<file path="src/rtl/id_exe_stage_reg.sv">
// ID->EXE pipeline register. Hazards become bubbles, flush kills the captured instruction, freeze holds the stage.
// Optional macro FWD_SRC_EN registers the source indices for the forwarding unit.
module id_exe_stage_reg #(
    parameter int unsigned DW    = 32,
    parameter int unsigned RW    = 4,
    parameter int unsigned CNT_W = 16
) (
    input  logic             clk,
    input  logic             rst,
    input  logic             freeze,
    input  logic             flush,
    input  logic             hazard,
    input  logic             id_wb_en,
    input  logic             id_mem_r_en,
    input  logic             id_mem_w_en,
    input  logic             id_b,
    input  logic             id_s,
    input  logic [3:0]       id_exe_cmd,
    input  logic [DW-1:0]    id_pc,
    input  logic [DW-1:0]    id_val_rn,
    input  logic [DW-1:0]    id_val_rm,
    input  logic             id_imm,
    input  logic [11:0]      id_shift_op,
    input  logic [23:0]      id_simm24,
    input  logic [RW-1:0]    id_dest,
    input  logic [3:0]       id_sr,
    input  logic [RW-1:0]    id_src1,
    input  logic [RW-1:0]    id_src2,
    output logic             exe_wb_en,
    output logic             exe_mem_r_en,
    output logic             exe_mem_w_en,
    output logic             exe_b,
    output logic             exe_s,
    output logic [3:0]       exe_exe_cmd,
    output logic [DW-1:0]    exe_pc,
    output logic [DW-1:0]    exe_val_rn,
    output logic [DW-1:0]    exe_val_rm,
    output logic             exe_imm,
    output logic [11:0]      exe_shift_op,
    output logic [23:0]      exe_simm24,
    output logic [RW-1:0]    exe_dest,
    output logic [3:0]       exe_sr,
    output logic [RW-1:0]    exe_src1,
    output logic [RW-1:0]    exe_src2,
    output logic             exe_valid,
    output logic [CNT_W-1:0] bubble_cnt,
    output logic [CNT_W-1:0] flush_cnt
);

    localparam logic [CNT_W-1:0] CNT_MAX = '1;

    logic upd;
    logic squash;
    logic flush_inc;
    logic bubble_inc;

    // Edge action decode: freeze > flush > hazard > load
    always_comb begin
        upd        = 1'b0;
        squash     = 1'b0;
        flush_inc  = 1'b0;
        bubble_inc = 1'b0;
        if (!freeze) begin
            upd = 1'b1;
            if (flush) begin
                squash    = 1'b1;
                flush_inc = 1'b1;
            end else if (hazard) begin
                squash     = 1'b1;
                bubble_inc = 1'b1;
            end
        end
    end

    // Control fields: zeroed on bubble/flush so the squashed slot has no side effects
    always_ff @(posedge clk or negedge rst) begin
        if (!rst) begin
            exe_wb_en    <= 1'b0;
            exe_mem_r_en <= 1'b0;
            exe_mem_w_en <= 1'b0;
            exe_b        <= 1'b0;
            exe_s        <= 1'b0;
            exe_exe_cmd  <= 4'd0;
            exe_valid    <= 1'b0;
        end else if (upd) begin
            if (squash) begin
                exe_wb_en    <= 1'b0;
                exe_mem_r_en <= 1'b0;
                exe_mem_w_en <= 1'b0;
                exe_b        <= 1'b0;
                exe_s        <= 1'b0;
                exe_exe_cmd  <= 4'd0;
                exe_valid    <= 1'b0;
            end else begin
                exe_wb_en    <= id_wb_en;
                exe_mem_r_en <= id_mem_r_en;
                exe_mem_w_en <= id_mem_w_en;
                exe_b        <= id_b;
                exe_s        <= id_s;
                exe_exe_cmd  <= id_exe_cmd;
                exe_valid    <= 1'b1;
            end
        end
    end

    // Data fields load on every non-frozen edge; meaningless while exe_valid is low
    always_ff @(posedge clk or negedge rst) begin
        if (!rst) begin
            exe_pc       <= '0;
            exe_val_rn   <= '0;
            exe_val_rm   <= '0;
            exe_imm      <= 1'b0;
            exe_shift_op <= 12'd0;
            exe_simm24   <= 24'd0;
            exe_dest     <= '0;
            exe_sr       <= 4'd0;
        end else if (upd) begin
            exe_pc       <= id_pc;
            exe_val_rn   <= id_val_rn;
            exe_val_rm   <= id_val_rm;
            exe_imm      <= id_imm;
            exe_shift_op <= id_shift_op;
            exe_simm24   <= id_simm24;
            exe_dest     <= id_dest;
            exe_sr       <= id_sr;
        end
    end

`ifdef FWD_SRC_EN
    // Source indices cleared on a squash so forwarding never matches a bubble
    always_ff @(posedge clk or negedge rst) begin
        if (!rst) begin
            exe_src1 <= '0;
            exe_src2 <= '0;
        end else if (upd) begin
            if (squash) begin
                exe_src1 <= '0;
                exe_src2 <= '0;
            end else begin
                exe_src1 <= id_src1;
                exe_src2 <= id_src2;
            end
        end
    end
`else
    logic unused_src;
    assign unused_src = ^{id_src1, id_src2};
    assign exe_src1   = '0;
    assign exe_src2   = '0;
`endif

    // Saturating perf counters
    always_ff @(posedge clk or negedge rst) begin
        if (!rst) begin
            bubble_cnt <= '0;
            flush_cnt  <= '0;
        end else begin
            if (flush_inc && (flush_cnt != CNT_MAX)) begin
                flush_cnt <= flush_cnt + CNT_W'(1);
            end
            if (bubble_inc && (bubble_cnt != CNT_MAX)) begin
                bubble_cnt <= bubble_cnt + CNT_W'(1);
            end
        end
    end

endmodule

</file>
<file path="config.mk">
export PLATFORM = sky130hd
export DESIGN_NAME = id_exe_stage_reg
export DESIGN_NICKNAME = d
export VERILOG_FILES = /design/src/rtl/id_exe_stage_reg.sv
export SDC_FILE = /design/constraint.sdc
export NUM_CORES = 1
export LEC_CHECK = 0
export BUFFER_PORTS_ARGS = -buffer_cell sky130_fd_sc_hd__buf_2
export CAP_MARGIN = 20
export CELL_PAD_IN_SITES_DETAIL_PLACEMENT = 1
export CELL_PAD_IN_SITES_GLOBAL_PLACEMENT = 2
export CORE_ASPECT_RATIO = 1.2
export CORE_UTILIZATION = 29
export DETAILED_ROUTE_END_ITERATION = 7
export GPL_TIMING_DRIVEN = 1
export PLACE_DENSITY_LB_ADDON = 0.1
export SYNTH_ARGS = -nofsm -noshare
export SYNTH_HDL_FRONTEND = slang
export SYNTH_SLANG_ARGS = --single-unit
</file>
<file path="constraint.sdc">
create_clock -name clk -period 2.3 [get_ports clk]
set_clock_uncertainty 0.2 [all_clocks]
set_input_delay 0.345 -clock clk [delete_from_list [all_inputs] [get_ports clk]]
set_output_delay 0.345 -clock clk [all_outputs]
set_load 0.01 [all_outputs]
</file>
==> run summary <==
Largest net degree at the start of global routing -> 83
Vias in the first global route -> 6777
RSZ-0062 raised after global routing -> false
Worst Max-Slew Pin Slew -> 893.8 ps
Cells on worst reg2reg path -> 5
Post-Syn Area -> 7228 um2
Hold wc startpoint -> hazard
Setup TNS -> 0 ps
Max Root-Sink Buffers -> 2
Sequential fraction of the synthesis area -> 63.35%
Post-DP HPWL -> 15850 um
Total CTS buffers -> 17
Initial core utilization -> 29.86%
Final net count -> 1138
Fin. Hold Viols -> 0
Share of layout cells above drive strength 1 -> 54.31%
Tot GR Track Use -> 18.56%
Worst EP required -> 2410 ps
Syn-to-layout area delta -> 57.97%
Area after DPL -> 9331 um2
Min Hold Slack -> 133.8 ps
Reg area -> 4579 um2
R2r endpoint -> flush_cnt[1]$_DFFE_PN0P_
ANT nets after route -> 0
YS warnings -> 0
Initial DRC Count -> 152
Worst skew pair latency -> 430 ps
Antenna violations before repair -> 2
CP Max Fanout -> 6
Placed Cells -> 1123
TritonCTS clock tree -> built
Status -> completed
Startpoint class of the critical path -> flop
Buf+Inv Stages, Crit Path -> 0
Max H-tree Level -> 4
Pre-CTS WS -> 299.0 ps
RePlAce Congestion -> 0.7703
R2R Path Start -> flush_cnt[0]$_DFFE_PN0P_
Die Footprint -> 25560 um2
Vias/cell -> 4.454
DRC Markers -> 0
Max cap viols -> 0
Synthesis-stage register bit count -> 183
CTS clk-pin slew, worst paths -> 70 ps
Final Util -> 47.18%
Post-Route WL -> 23100 um
Non-Filler Instances -> 1307
CP cell instances -> ha_1, nand3_1, nor4_4, nor2b_2, mux2_4
Row Count -> 62
Critical path arrival -> 2050 ps
Worst slew margin -> 40.41%
R2R Setup Slk -> 360 ps
Pwr/cell area -> 725.5 nW/um2
WL/cell -> 17.67 um
Finish-stage setup viols -> 0
Hold EP -> exe_valid$_DFFE_PN0N_
Clk sinks -> 183
Synth top area share -> 63.35%
Root buf cell -> clkbuf_16
Crit share post-route -> 84.51%
Final worst slack -> 356.3 ps
CP delay by family, top -> simple AND/OR/NAND/NOR gates
Maximum VDD drop -> 452.8 uV
Area of the multi-input gates -> 2521 um2
Post-cts gate resize count -> 0
Core area -> 24200 um2
Final total power -> 8.284 mW
Critical path capture point type -> flop
Pleak -> 5.541 nW
Slew Limit Fails -> 0
Grt ovf -> 0
Fmax -> 514.5 MHz
Largest stage delay, worst path -> 440 ps
Most common cell after layout, fill and taps aside -> buf_2
Synth Instances -> 475
Most frequent cells in the layout -> buf_2 (335), dfrtp_1 (183), dlygate4sd3_1 (151), mux2_2 (141), xor2_1 (21)
Die H -> 174.9 um
Layout fillers -> 2601
Worst hold path depth -> 3
Die span in x -> 146.1 um
Synth cell types -> 42
Port Buffer Count -> 337
Leading area contributor after synthesis -> dfrtp_1
Worst Hold Class -> in2reg
Top-Level Pins -> 354
Synthesized area per cell -> 15.22 um2
Final critical-path required period -> 1944 ps
Worst-path cell with the longest stage delay -> dfrtp_1
Total number of vias -> 5822
Design Area, Final -> 11420 um2
First-pass GRT wire length -> 36670 um
Top cells by area, synth -> dfrtp_1 (63%), mux2_2 (22%), xor2_1 (2.5%)
Crit path kind -> reg2reg
First-pass iteration count of the detailed router -> 4
==> cell families (layout without fill, tap and decap cells) <==
| logic type | Yosys count | in the layout | share of synthesized area [%] |
|---|---|---|---|
| other cells | 1 | 10 | 0.05188 |
| flops | 183 | 183 | 63.35 |
| simple gates | 75 | 75 | 6.838 |
| mux | 144 | 144 | 22.47 |
| buf+inv | 30 | 533 | 2.216 |
| xor+xnor | 27 | 27 | 3.272 |
| compound gates | 13 | 13 | 1.454 |
| fa+ha+maj | 2 | 2 | 0.3461 |
==> cell usage after synthesis <==
master     count
a21o_1         1
nor4_2         2
nor3_2         3
clkbuf_1       2
o21ai_0        2
nor2_1         9
a22o_1         9
and2_1         1
and4_1         1
inv_1          3
a41oi_1        1
xor2_1        21
nand2_1       13
buf_1          7
ha_1           2
nor2b_2        1
nor4b_1        1
nor4_4         1
nand4bb_1      1
mux2_1         1
or2_2          1
buf_2          8
dfrtp_1      183
and4b_1        1
nor4_1         6
or3b_1         1
mux2_4         1
nor3_1         8
mux2i_1        1
nand4_4        1
mux2_2       141
nand4_1        8
nor3b_1        3
nor3_4         1
nor2b_1        1
nand3_1        7
conb_1         1
xnor2_1        6
nand3_2        2
buf_4         10
and3_1         1
or4_4          1
==> state kept, by name, indices dropped and copies added (netlist names), 4 cells and up <==
signal        flops
bubble_cnt       16
exe_dest          4
exe_exe_cmd       4
exe_pc           32
exe_shift_op     12
exe_simm24       24
exe_sr            4
exe_val_rm       32
exe_val_rn       32
flush_cnt        16
==> worst register-to-register path: stages (launching register included) <==
cell and delay [ps]:
dfrtp_1 440, ha_1 220, nand3_1 190, nor4_4 360, nor2b_2 110, mux2_4 310
==> power breakdown <==
group	total (mW)	switching (mW)	leakage, nW	internal (mW)
Clock	2.87	1.40	0.282	1.47
Combinational	1.56	0.734	3.06	0.829
Sequential	3.85	0.282	2.19	3.57
Total	8.28	2.42	5.54	5.87
==> how the worst max path moves through the flow <==
stage / from / endpoint / cells after the start
3_3_place_gp: freeze / bubble_cnt[1]$_DFFE_PN0P_ / 4
4_1_cts: flush_cnt[0]$_DFFE_PN0P_ / flush_cnt[1]$_DFFE_PN0P_ / 5
2_1_floorplan: bubble_cnt[0]$_DFFE_PN0P_ / bubble_cnt[7]$_DFFE_PN0P_ / 6
6_report: flush_cnt[0]$_DFFE_PN0P_ / flush_cnt[1]$_DFFE_PN0P_ / 5
3_5_place_dp: freeze / bubble_cnt[10]$_DFFE_PN0P_ / 5
5_1_grt: flush_cnt[0]$_DFFE_PN0P_ / flush_cnt[1]$_DFFE_PN0P_ / 5
==> routing by layer <==
layer | vias to the layer above | wire length [um] | part of all wire [%] | track usage [%]
met3 | 32 | 1473 | 6.4 | 5.561
met5 | - | 0 | 0 | 0
met2 | 207 | 12850 | 56 | 35.10
met1 | 2927 | 8207 | 36 | 19.04
li1 | 2656 | - | - | -
met4 | 0 | 565 | 2.4 | 6.944
==> final cells by class <==
| cell class | instances | share of cell area [%] |
|---|---|---|
| antenna | 2 | 0.04383 |
| inverter | 3 | 0.09862 |
| clock buffer | 18 | 3.846 |
| timing repair buffer | 499 | 29.17 |
| clock inverter | 13 | 1.151 |
| sequential | 183 | 40.11 |
| tap | 320 | 3.506 |
| multi-input combinational | 269 | 22.08 |
==> timing repair <==
action                                 CTS  global route
setup buffers                            0             0
hold buffers                           151             0
endpoints found under the hold margin  195             0
No activity file was read; power rests on OpenSTA's default activity.
